### src/rtl/touch_pkg.sv
// touch_pkg -- shared types and constants for the touchscreen sample filter.
//   touch_state_t  : filter state (idle, debouncing, accumulating)
//   COORD_W        : width of one raw/averaged coordinate
//   DEF_*          : default parameter values for touch_filter
package touch_pkg;

    localparam int COORD_W = 12;

    localparam int                 DEF_AVG_LOG2   = 2;
    localparam logic [COORD_W-1:0] DEF_PEN_THRESH = 12'd100;
    localparam int                 DEF_DEBOUNCE   = 3;

    typedef enum logic [1:0] {
        ST_IDLE  = 2'd0,
        ST_DEB   = 2'd1,
        ST_ACCUM = 2'd2
    } touch_state_t;

endpackage

### src/rtl/touch_avg_accum.sv
// touch_avg_accum -- one-axis running sum for the touch averager.
// Ports:
//   sclk, reset : clock, asynchronous active-high reset
//   clear       : zero the running sum (wins over add)
//   add         : add din into the running sum
//   din         : 12-bit sample
//   avg         : (sum + din) >> AVG_LOG2, i.e. the average that results if
//                 the current din is the last sample of a block
module touch_avg_accum
    import touch_pkg::*;
#(
    parameter int AVG_LOG2 = DEF_AVG_LOG2
) (
    input  logic               sclk,
    input  logic               reset,
    input  logic               clear,
    input  logic               add,
    input  logic [COORD_W-1:0] din,
    output logic [COORD_W-1:0] avg
);

    // 2^AVG_LOG2 * 4095 always fits in COORD_W + AVG_LOG2 bits.
    localparam int SUM_W = COORD_W + AVG_LOG2;

    logic [SUM_W-1:0] sum_reg;
    logic [SUM_W-1:0] sum_next;

    assign sum_next = sum_reg + SUM_W'(din);

    always_ff @(posedge sclk or posedge reset) begin
        if (reset) begin
            sum_reg <= '0;
        end else if (clear) begin
            sum_reg <= '0;
        end else if (add) begin
            sum_reg <= sum_next;
        end
    end

    // Includes the in-flight sample so the block result is ready on the
    // same edge that consumes the final sample.
    assign avg = COORD_W'(sum_next >> AVG_LOG2);

endmodule

### src/rtl/touch_filter.sv
// touch_filter -- debounces pen contact and block-averages touch coordinates.
// Optional feature macro: TOUCH_FILTER_IRQ_EN (sticky pen-event interrupt).
// Without it irq is tied low and irq_clr is ignored.
// Ports:
//   sclk, reset        : clock, asynchronous active-high reset
//   x_in, y_in         : raw 12-bit coordinate pair
//   sample_valid       : one-cycle strobe qualifying x_in/y_in
//   irq_clr            : one-cycle strobe clearing irq
//   x_out, y_out       : averaged coordinates, held until next out_valid
//   out_valid          : one-cycle strobe for a new x_out/y_out
//   pen_down           : touch confirmed
//   irq                : sticky pen-down / pen-up interrupt
module touch_filter
    import touch_pkg::*;
#(
    parameter int                 AVG_LOG2   = DEF_AVG_LOG2,
    parameter logic [COORD_W-1:0] PEN_THRESH = DEF_PEN_THRESH,
    parameter int                 DEBOUNCE   = DEF_DEBOUNCE
) (
    input  logic               sclk,
    input  logic               reset,
    input  logic [COORD_W-1:0] x_in,
    input  logic [COORD_W-1:0] y_in,
    input  logic               sample_valid,
    input  logic               irq_clr,
    output logic [COORD_W-1:0] x_out,
    output logic [COORD_W-1:0] y_out,
    output logic               out_valid,
    output logic               pen_down,
    output logic               irq
);

    localparam logic [3:0] DEB_LAST = 4'(DEBOUNCE - 1);
    localparam logic [4:0] CNT_LAST = 5'((1 << AVG_LOG2) - 1);
    localparam bit         DEB_ONE  = (DEBOUNCE == 1);

    touch_state_t       state_reg;
    logic [3:0]         deb_cnt_reg;
    logic [4:0]         cnt_reg;
    logic [COORD_W-1:0] x_out_reg;
    logic [COORD_W-1:0] y_out_reg;
    logic               out_valid_reg;
    logic               pen_down_reg;

    logic               in_range;
    logic               out_range;
    logic               acc_add;
    logic               acc_last;
    logic               acc_clear;
    logic [COORD_W-1:0] x_avg;
    logic [COORD_W-1:0] y_avg;

    assign in_range  = sample_valid && (x_in >= PEN_THRESH) && (y_in >= PEN_THRESH);
    assign out_range = sample_valid && !in_range;

    // Accumulators stay cleared outside ACCUM so debounce samples never
    // contribute, and an aborted block leaves nothing behind.
    assign acc_add   = (state_reg == ST_ACCUM) && in_range;
    assign acc_last  = (cnt_reg == CNT_LAST);
    assign acc_clear = (state_reg != ST_ACCUM) || out_range || (acc_add && acc_last);

    touch_avg_accum #(.AVG_LOG2(AVG_LOG2)) u_accum_x (
        .sclk  (sclk),
        .reset (reset),
        .clear (acc_clear),
        .add   (acc_add),
        .din   (x_in),
        .avg   (x_avg)
    );

    touch_avg_accum #(.AVG_LOG2(AVG_LOG2)) u_accum_y (
        .sclk  (sclk),
        .reset (reset),
        .clear (acc_clear),
        .add   (acc_add),
        .din   (y_in),
        .avg   (y_avg)
    );

    always_ff @(posedge sclk or posedge reset) begin
        if (reset) begin
            state_reg     <= ST_IDLE;
            deb_cnt_reg   <= '0;
            cnt_reg       <= '0;
            x_out_reg     <= '0;
            y_out_reg     <= '0;
            out_valid_reg <= 1'b0;
            pen_down_reg  <= 1'b0;
        end else begin
            out_valid_reg <= 1'b0;
            case (state_reg)
                ST_IDLE: begin
                    if (in_range) begin
                        if (DEB_ONE) begin
                            state_reg    <= ST_ACCUM;
                            pen_down_reg <= 1'b1;
                            cnt_reg      <= '0;
                        end else begin
                            state_reg   <= ST_DEB;
                            deb_cnt_reg <= 4'd1;
                        end
                    end
                end
                ST_DEB: begin
                    if (in_range) begin
                        if (deb_cnt_reg == DEB_LAST) begin
                            state_reg    <= ST_ACCUM;
                            pen_down_reg <= 1'b1;
                            deb_cnt_reg  <= '0;
                            cnt_reg      <= '0;
                        end else begin
                            deb_cnt_reg <= deb_cnt_reg + 4'd1;
                        end
                    end else if (out_range) begin
                        state_reg   <= ST_IDLE;
                        deb_cnt_reg <= '0;
                    end
                end
                ST_ACCUM: begin
                    if (in_range) begin
                        if (acc_last) begin
                            x_out_reg     <= x_avg;
                            y_out_reg     <= y_avg;
                            out_valid_reg <= 1'b1;
                            cnt_reg       <= '0;
                        end else begin
                            cnt_reg <= cnt_reg + 5'd1;
                        end
                    end else if (out_range) begin
                        state_reg    <= ST_IDLE;
                        pen_down_reg <= 1'b0;
                        cnt_reg      <= '0;
                    end
                end
                default: begin
                    state_reg <= ST_IDLE;
                end
            endcase
        end
    end

    assign x_out     = x_out_reg;
    assign y_out     = y_out_reg;
    assign out_valid = out_valid_reg;
    assign pen_down  = pen_down_reg;

`ifdef TOUCH_FILTER_IRQ_EN
    logic irq_reg;
    logic irq_set;

    // Pen-down (debounce complete) or pen-up (contact lost while accumulating).
    always_comb begin
        irq_set = 1'b0;
        if (in_range && (((state_reg == ST_DEB) && (deb_cnt_reg == DEB_LAST)) ||
                         ((state_reg == ST_IDLE) && DEB_ONE))) begin
            irq_set = 1'b1;
        end
        if ((state_reg == ST_ACCUM) && out_range) begin
            irq_set = 1'b1;
        end
    end

    // A new event wins over a coincident clear.
    always_ff @(posedge sclk or posedge reset) begin
        if (reset) begin
            irq_reg <= 1'b0;
        end else if (irq_set) begin
            irq_reg <= 1'b1;
        end else if (irq_clr) begin
            irq_reg <= 1'b0;
        end
    end

    assign irq = irq_reg;
`else
    logic unused_irq_clr;
    assign unused_irq_clr = irq_clr;
    assign irq            = 1'b0;
`endif

endmodule

### config.mk
export PLATFORM = sky130hd
export DESIGN_NAME = touch_filter
export DESIGN_NICKNAME = d
export VERILOG_FILES = /design/src/rtl/touch_pkg.sv /design/src/rtl/touch_avg_accum.sv /design/src/rtl/touch_filter.sv
export SDC_FILE = /design/constraint.sdc
export NUM_CORES = 1
export LEC_CHECK = 0
export ABC_AREA = 1
export CAP_MARGIN = 20
export CORE_ASPECT_RATIO = 1.1
export CORE_UTILIZATION = 45
export DETAILED_ROUTE_END_ITERATION = 16
export PLACE_DENSITY = 0.76
export SLEW_MARGIN = 20
export SYNTH_ARGS = -nofsm -noshare
export SYNTH_HDL_FRONTEND = slang
export SYNTH_SLANG_ARGS = --single-unit
### constraint.sdc
create_clock -name sclk -period 2.35 [get_ports sclk]
set_input_delay 0.3525 -clock sclk [delete_from_list [all_inputs] [get_ports sclk]]
set_output_delay 0.3525 -clock sclk [all_outputs]
set_load 0.005 [all_outputs]
* After elaboration in Yosys (flattened, before gate mapping)
Index checks and enable logic that the tools add are counted.
** Storage, ports and cells
- Bits in registers :: 65
- Logic and storage cells :: 74
- Input bits :: 28
- Output and inout port bits :: 27
** Operators by class
- Eq/ne operators :: 13
- Mux-type cells :: 29
- $lt $le $gt $ge :: 2
- Add/sub/neg operators :: 4
- Reduce and logical (&&, ||, !) cells :: 17
** Operators with widths (number)
- $mux 14 :: 4
- $add 14x12->14 :: 2
- $mux 5 :: 5
- $ge 12x7->1 const B :: 2
- $mux 4 :: 4
- $ne 2x2->1 const B :: 6
- $mux 2 :: 5
- $pmux 5 s2 :: 1
- $ne 3x3->1 const B :: 3
- $reduce_and 3->1 :: 3
- $pmux 4 s2 :: 1
- $mux 1 :: 7
- $pmux 2 s3 :: 1
- $reduce_bool 2->1 :: 3
- $add 5x1->5 const B :: 1
- $eq 5x2->1 const B :: 1
- $logic_and 1x1->1 :: 5
- $reduce_and 5->1 :: 1
- $add 4x1->4 const B :: 1
- $eq 4x2->1 const B :: 1
- $reduce_and 4->1 :: 1
- $eq 2x1->1 const B :: 1
- $eq 2x2->1 const B :: 1
- $logic_not 2->1 :: 1
- other kinds (3) :: 4

* Depth between registers and ports, before layout
Gate-level depths: netlist of the first run.
- Word-level depth :: 8
- Mapped depth :: 11
- Depth with buffers taken out :: 11

* Cells and area by module
A second synthesis of the first run with hierarchy kept.
** Second synthesis, totals
- Cells, all modules :: 650
- Area, all modules :: 4664.5 um2
** By module, submodules not included
- touch_avg_accum :: instances 2, seq. area each 350.3 um2, area each 1353.8 um2, cells each 209
- touch_filter :: instances 1, seq. area each 925.9 um2, area each 1956.9 um2, cells each 232

* Worst setup path after synthesis of the first run
Ideal clock, no wire load.
- Path kind :: reg-to-reg
- Start point :: reg u_accum_y.sum_reg[0]
- End point :: reg y_out_reg[6] (netlist: y_out[6])
- Data required time :: 2.285 ns
- Setup time :: 0.065 ns
- Arrival time :: 1.631 ns
- Setup slack :: 0.654 ns
- Stages on the path, launching flop included :: 9
- Period minus slack after synthesis :: 1.696 ns
- Path through :: dfrtp_1 ha_1 fa_1 nand3_1 nand3_1 a21oi_1 xnor2_1 nand2_1 nand2_1
** Between the ends
- Longest elaborated chain between the ends :: 1
** Ends and longest elaborated chain
- from (decl) :: RTL line touch_avg_accum.sv:25 : logic [SUM_W-1:0] sum_reg;
- from (signal assigned) :: RTL line touch_avg_accum.sv:36 : sum_reg <= sum_next;
- $add 14x12->14 :: RTL line touch_avg_accum.sv:28 : assign sum_next = sum_reg + SUM_W'(din);
- to (signal assigned) :: RTL line touch_filter.sv:123 : y_out_reg <= y_avg;
- to (decl) :: RTL line touch_filter.sv:41 : logic [COORD_W-1:0] y_out_reg;
No other way between the ends.
A chain may end at the register's enable or synchronous reset.

* Final worst setup path of the first run
- Start point :: in x_in[0]
- End point :: reg x_out_reg[4] (netlist: x_out[4])
** Between the ends
- Longest elaborated chain between the ends :: 4
- Elaborated cells on any way between the ends :: 5
** Ends and longest elaborated chain
- from (decl) :: RTL line touch_filter.sv:22 : input logic [COORD_W-1:0] x_in,
- $ge 12x7->1 :: RTL line touch_filter.sv:53 : assign in_range = sample_valid && (x_in >= PEN_THRESH) && (y_in >= PEN_THRESH);
- $logic_and 1x1->1 (2 in a row) :: RTL line touch_filter.sv:53
- $reduce_and 3->1 (no line)
- to (signal assigned) :: RTL line touch_filter.sv:122 : x_out_reg <= x_avg;
- to (decl) :: RTL line touch_filter.sv:40 : logic [COORD_W-1:0] x_out_reg;
Parallel ways exist; a longest one is shown, timed or not.

==> impl_results.md, run 1 <==
- Worst R2R Path Depth: 8
- Post-CTS Setup Repair Bufs: 0
- Mean routed wirelength per cell: 12.6 microns
- H-tree Lvls: 3
- Cell Area, Placed: 0.00496 sq mm
- Reg2Reg Setup Slack: 0.45 ns
- Detail Route Antenna Nets: 0
- Slowest CP cell: clkdlybuf4s50_1
- Slowest stage delay, CP: 0.41 ns
- Worst r2r src: u_accum_x.sum_reg[0]
- Hpwl dp: 7620 microns
- Worst EP arrival: 2.23 ns
- Distinct cells, synth: 28
- Sequential share of the synthesized area: 37.9%
- Setup violators final: 0
- Max Freq: 515 MHz
- Worst path top cell family by delay: adder cells
- Synth Area in Compound Gates: 3.30%
- CP max FO: 4
- Routability cong.: 0.929
- Wire length of the first global-routing pass: 17700 microns
- YS warnings: 0
- Post_cts resized: 0
- Mux share of post-synthesis cell area: 0%
- Vias per inst: 4.86
- Syn_nets: 679
- Initial antenna violation count: 0
- DRC viols: 0
- Worst reg2reg endpoint: x_out[4]
- Buffers added on ports: 52
- Tot GR Track Use: 22.6%
- Core footprint: 0.00931 sq mm
- Clock latency on the worst-skew pair: 0.36 ns
- Max-cap violation count: 0
- Status: completed
- Top-level I/O count: 55
- Largest net degree at the start of global routing: 29
- CTS tree: done
- Initial Util: 46.1%
- Nets: 741
- Final setup TNS: 0 ns
- Pleak: 2.97 nW
- Routed wire length: 10200 microns
- Crit path kind: input pin to register
- CP required: 2.64 ns
- Row count: 37
- Clock slew at reported path FFs: 0.08 ns
- Worst hold path type: input pin to asynchronous set/reset pin
- Iteration-0 DRC count of the detailed router: 153
- Synth Cell Area: 0.00429 sq mm
- Vias in the first global route: 3910
- Cells after synthesis: 622
- Filler cell count: 904
- Die W: 95.1 microns
- Critical-path cell list: clkdlybuf4s50_1 > ha_1 > fa_1 > nand3_1 > nand3_1 > a21oi_1 > xnor2_1 > nand2_1 > nand2_1
- Critical Path Source Type: input pin
- Total power: 0.00411 W
- Syn avg cell area: 6.90 sq um
- Fraction of layout instances using a drive strength above 1: 4.93%
- Synth area leaders: dfrtp_1 38%, nand2_1 27%, ha_1 7.9%
- Area Growth Syn to Fin: 21.9%
- Adder-Cell Fraction of Synth Area: 8.81%
- Worst Clk Skew: 0.00744 ns
- Minimum clock period: 1.94 ns
- Slew Viols, Final: 0
- Fin area: 0.00523 sq mm
- Final hold violations: 0
- CTS Buffer Depth: 2
- Period utilization: 82.6%
- Full die area: 0.00993 sq mm
- Yosys top cell area share: 37.9%
- Simple-Gate Fraction of Synth Area: 38.3%
- Num CTS Buffers: 9
- Cell taking the most area after synthesis: dfrtp_1
- First-pass iteration count of the detailed router: 4
- Clock sink total: 65
- Synth Area in XOR/XNOR: 3.27%
- Synthesized flop and latch total: 65
- CP bufs+invs: 1
- Power Dens Cells: 785 mW/mm^2
- Total global routing overflow: 0
- Maximum VDD drop: 0.522 mV
- Setup crit end kind: register
- RSZ-0062 raised after global routing: false
- Die Span Y: 104 microns
- DR vias: 3921
- # hold bufs at CTS: 0
- Clock Root Buffer: clkbuf_8
- Main combinational cell family by area after synthesis: simple AND/OR/NAND/NOR gates
- Antenna cell count: 0
-- cell usage in the layout, fill, tap and decap left out --
cell type        count
nand3_1             30
xor2_1              10
conb_1               1
nor2_1              36
xnor2_1              6
inv_1               71
nor3_1               1
clkinvlp_4           1
nand2_4              1
clkdlybuf4s50_1     52
nand3b_1             1
a31oi_1              2
fa_1                 2
nand4_4              1
inv_6                1
or2_0                2
clkinv_2             1
inv_2                2
a21oi_1             12
and2_1               2
ha_1                27
clkbuf_8             9
nor2_4               3
nand4_1             12
bufinv_16            4
o21ai_0              9
buf_4                7
buf_12               2
nand2_1            312
o21ai_2              1
o21bai_1             2
dfrtp_1             65
or2_2                1
-- synthesized netlist by cell type --
cell	count
or2_2	1
a31oi_1	2
or2_0	2
inv_1	72
xnor2_1	6
o21ai_2	1
a21oi_1	12
nand2_1	312
nand4_1	12
o21bai_1	2
ha_1	27
xor2_1	10
conb_1	1
nand3_1	30
nor2_1	36
fa_1	2
nand2_4	1
inv_2	1
buf_2	2
nand4_4	1
buf_4	4
buf_6	4
nand3b_1	1
dfrtp_1	65
and2_1	2
o21ai_0	9
nor3_1	1
nor2_4	3
-- worst max path at each step --
stage	startpoint	depth (start not counted)	slack (ns)	end
5_1_grt	x_in[0]	9	0.30	x_out[4]
3_3_place_gp	x_in[0]	9	0.12	u_accum_x.sum_reg[8]
6_report	x_in[0]	9	0.41	x_out[4]
4_1_cts	x_in[0]	9	0.44	x_out[4]
2_1_floorplan	reset	1	0.37	cnt_reg[0]
3_5_place_dp	x_in[0]	9	0.07	x_out[4]
-- metal layers --
layer,track usage (%),part of all wire [%]
met4,7.25,1.6
met3,4.09,3.6
met1,28.4,45
met2,38.4,50
met5,0,0
-- logic make-up (layout without fill, tap and decap cells) --
kind of cell,Yosys count,after routing
simple gates,402,402
buf+inv,83,150
flops,65,65
fa+ha+maj,29,29
compound gates,26,26
xor+xnor,16,16
other cells,1,1
-- layout make-up --
type / instances / area (sq um) / area share [%]
Clock buffer: 9 / 124 / 2.37
Clock inverter: 7 / 141 / 2.70
Tap cell: 117 / 146 / 2.80
Inverter: 73 / 274 / 5.24
Multi-Input combinational cell: 474 / 2300 / 44.1
Sequential cell: 65 / 1630 / 31.1
Timing Repair Buffer: 61 / 613 / 11.7
-- per-stage QoR --
step / std cells / hold WS [ns] / utilization, % / setup WS, ns
2_1_floorplan: 622 / 0.453 / - / 0.371
3_3_place_gp: 790 / 0.454 / 53.4 / 0.122
3_5_place_dp: 790 / 0.459 / 53.4 / 0.0736
4_1_cts: 806 / 0.325 / 56.2 / 0.440
5_1_grt: 806 / 0.360 / 56.2 / 0.298
6_report: 806 / 0.313 / 56.2 / 0.409
-- where the power goes --
group          leakage, nW  switching [W]  internal, W
clock                0.130       0.000481     0.000814
sequential           0.890       0.000169      0.00135
combinational         1.95       0.000700     0.000595
total                 2.97        0.00135      0.00276
(Power assumes the default switching activity.)
==> run 2: changes to the inputs <==
Clock period 2.35 ns to 1.9 ns, I/O delays scaled along.
==> impl_results.md, run 2 (synthesis results as in run 1) <==
- Antenna cell count: 0 (unchanged)
- Period utilization: 92.7%
- Clock latency on the worst-skew pair: 0.36 ns (about the same)
- Fraction of layout instances using a drive strength above 1: 8.05% (+3.1 points)
- Num CTS Buffers: 9 (unchanged)
- Slew Viols, Final: 0 (unchanged)
- Initial antenna violation count: 0 (unchanged)
- Filler cell count: 887 (-1.9%)
- Clock Root Buffer: clkbuf_8
- Power Dens Cells: 873 mW/mm^2 (+11%)
- Slowest CP cell: dfrtp_1
- Top-level I/O count: 55 (unchanged)
- Tot GR Track Use: 22.2% (-0.42 points)
- DR vias: 4067 (+3.7%)
- Clock slew at reported path FFs: 0.08 ns (about the same)
- Crit path kind: register to register
- Pleak: 3.05 nW (+2.7%)
- Die W: 95.1 microns (unchanged)
- Worst Clk Skew: 0.00994 ns (+0.00250 ns)
- Largest net degree at the start of global routing: 66 (+130%)
- Max-cap violation count: 0 (unchanged)
- Worst EP arrival: 2.06 ns (-0.17 ns)
- CP required: 2.19 ns (-0.45 ns)
- Routed wire length: 10100 microns (-0.34%)
- Mean routed wirelength per cell: 12.3 microns (-2.6%)
- Row count: 37 (unchanged)
- Worst path top cell family by delay: adder cells
- Status: completed
- Most frequent cells in the layout: 312 x nand2_1, 71 x inv_1, 65 x dfrtp_1
- Die Span Y: 104 microns (unchanged)
- Slowest stage delay, CP: 0.39 ns (-0.02 ns)
- CP bufs+invs: 0 (-1)
- CTS tree: done
- Routability cong.: 0.928 (about the same)
- CTS Buffer Depth: 2 (unchanged)
- Core footprint: 0.00931 sq mm (unchanged)
- Setup crit end kind: register
- Placed cell count: 811 (+2.7%)
- H-tree Lvls: 3 (unchanged)
- Hpwl dp: 7650 microns (+0.34%)
- CP max FO: 4 (unchanged)
- Iteration-0 DRC count of the detailed router: 143 (-6.5%)
- # hold bufs at CTS: 0 (unchanged)
- Most common cell after layout, fill and taps aside: nand2_1
- Most frequent cell on the critical path: nand2_1
- Cell Area, Placed: 0.00515 sq mm (+3.8%)
- Final cell count without fillers: 825 (+2.4%)
- Minimum clock period: 1.76 ns
- First-pass iteration count of the detailed router: 4 (unchanged)
- Clock sink total: 65 (unchanged)
- Post-CTS Setup Repair Bufs: 0 (unchanged)
- Detail Route Antenna Nets: 0 (unchanged)
- Critical-path cell list: ha_1 > fa_1 > nand3_1 > nand3_2 > a21oi_1 > xnor2_1 > nand2_1 > nand2_1
- DRC viols: 0 (unchanged)
- Full die area: 0.00993 sq mm (unchanged)
- Total global routing overflow: 0 (unchanged)
- Final hold violations: 0 (unchanged)
- Maximum VDD drop: 0.574 mV (+9.8%)
- Max Freq: 567 MHz
- Critical Path Source Type: register
- Nets: 762 (+2.8%)
- Vias per inst: 4.93 (+1.3%)
- Wire length of the first global-routing pass: 17300 microns (-2.3%)
- Buffers added on ports: 52 (unchanged)
- Setup violators final: 0 (unchanged)
- Fin area: 0.00534 sq mm (+2.1%)
- Area Growth Syn to Fin: 24.4%
- Vias in the first global route: 4017 (+2.7%)
- Initial Util: 46.1% (unchanged)
- Worst hold path type: input pin to asynchronous set/reset pin
## run 2: final timing paths
kind                                       from                    to  slack, ns  cells past startpoint
min                                       reset  u_accum_y.sum_reg[8]       0.36                      3
min in group sclk                      y_out[0]              y_out[0]       0.48                      2
max in group asynchronous                 reset  u_accum_y.sum_reg[0]       1.26                      3
max reg2reg                u_accum_x.sum_reg[0]              x_out[4]       0.14                      8
min reg2reg                            y_out[0]              y_out[0]       0.48                      2
max                        u_accum_x.sum_reg[0]              x_out[4]       0.14                      8
## run 2: area by class of cell
| type | instances | area [sq um] | share of cell area (%) |
|---|---|---|---|
| Clock buffer | 11 | 151 | 2.84 |
| Clock inverter | 3 | 17.5 | 0.328 |
| Inverter | 73 | 278 | 5.20 |
| Multi-Input combinational cell | 474 | 2320 | 43.5 |
| Sequential cell | 65 | 1630 | 30.5 |
| Tap cell | 117 | 146 | 2.74 |
| Timing Repair Buffer | 82 | 796 | 14.9 |
## run 2: worst register-to-register path, cell delays in order, from the launching register on
cell	delay (ns)
dfrtp_1	0.39
ha_1	0.22
fa_1	0.39
nand3_1	0.11
nand3_2	0.12
a21oi_1	0.19
xnor2_1	0.16
nand2_1	0.07
nand2_1	0.07
## run 2: what timing repair did
action | in CTS | in global routing
endpoints found under the hold margin | 0 | 0
gates resized for setup | 0 | 4
setup endpoints to repair | 0 | 13
## run 2: per-layer routing
layer  track usage, %  part of all wire (%)  up-vias  routed length [microns]
met5                0                     0        -                        0
met3             3.73                   3.3       21                      336
li1                 -                     -     2079                        -
met2             38.6                    50       84                     5070
met4             8.33                   2.2        0                      225
met1             26.7                    44     1883                     4490
## run 2: power breakdown
| group | switching (W) | leakage (nW) | internal, W | total, W |
|---|---|---|---|---|
| combinational | 0.000886 | 2.07 | 0.000825 | 0.00171 |
| clock | 0.000540 | 0.0871 | 0.000525 | 0.00107 |
| sequential | 0.000214 | 0.890 | 0.00167 | 0.00188 |
## run 2: stage by stage
| stage | setup TNS, ns | worst slack (ns) | util (%) | power, W | hold slack, ns |
|---|---|---|---|---|---|
| detailed placement | -6.94 | -0.254 | 55.4 | 0.00362 | 0.458 |
| CTS | 0 | 0.0808 | 57.2 | 0.00469 | 0.375 |
| finish | 0 | 0.138 | 57.4 | 0.00466 | 0.359 |
| global placement | -5.69 | -0.231 | 55.4 | 0.00356 | 0.453 |
| floorplan | 0 | 0.204 | - | 0.00283 | 0.423 |
| global route | -0.00447 | -0.00447 | 57.4 | 0.00500 | 0.398 |
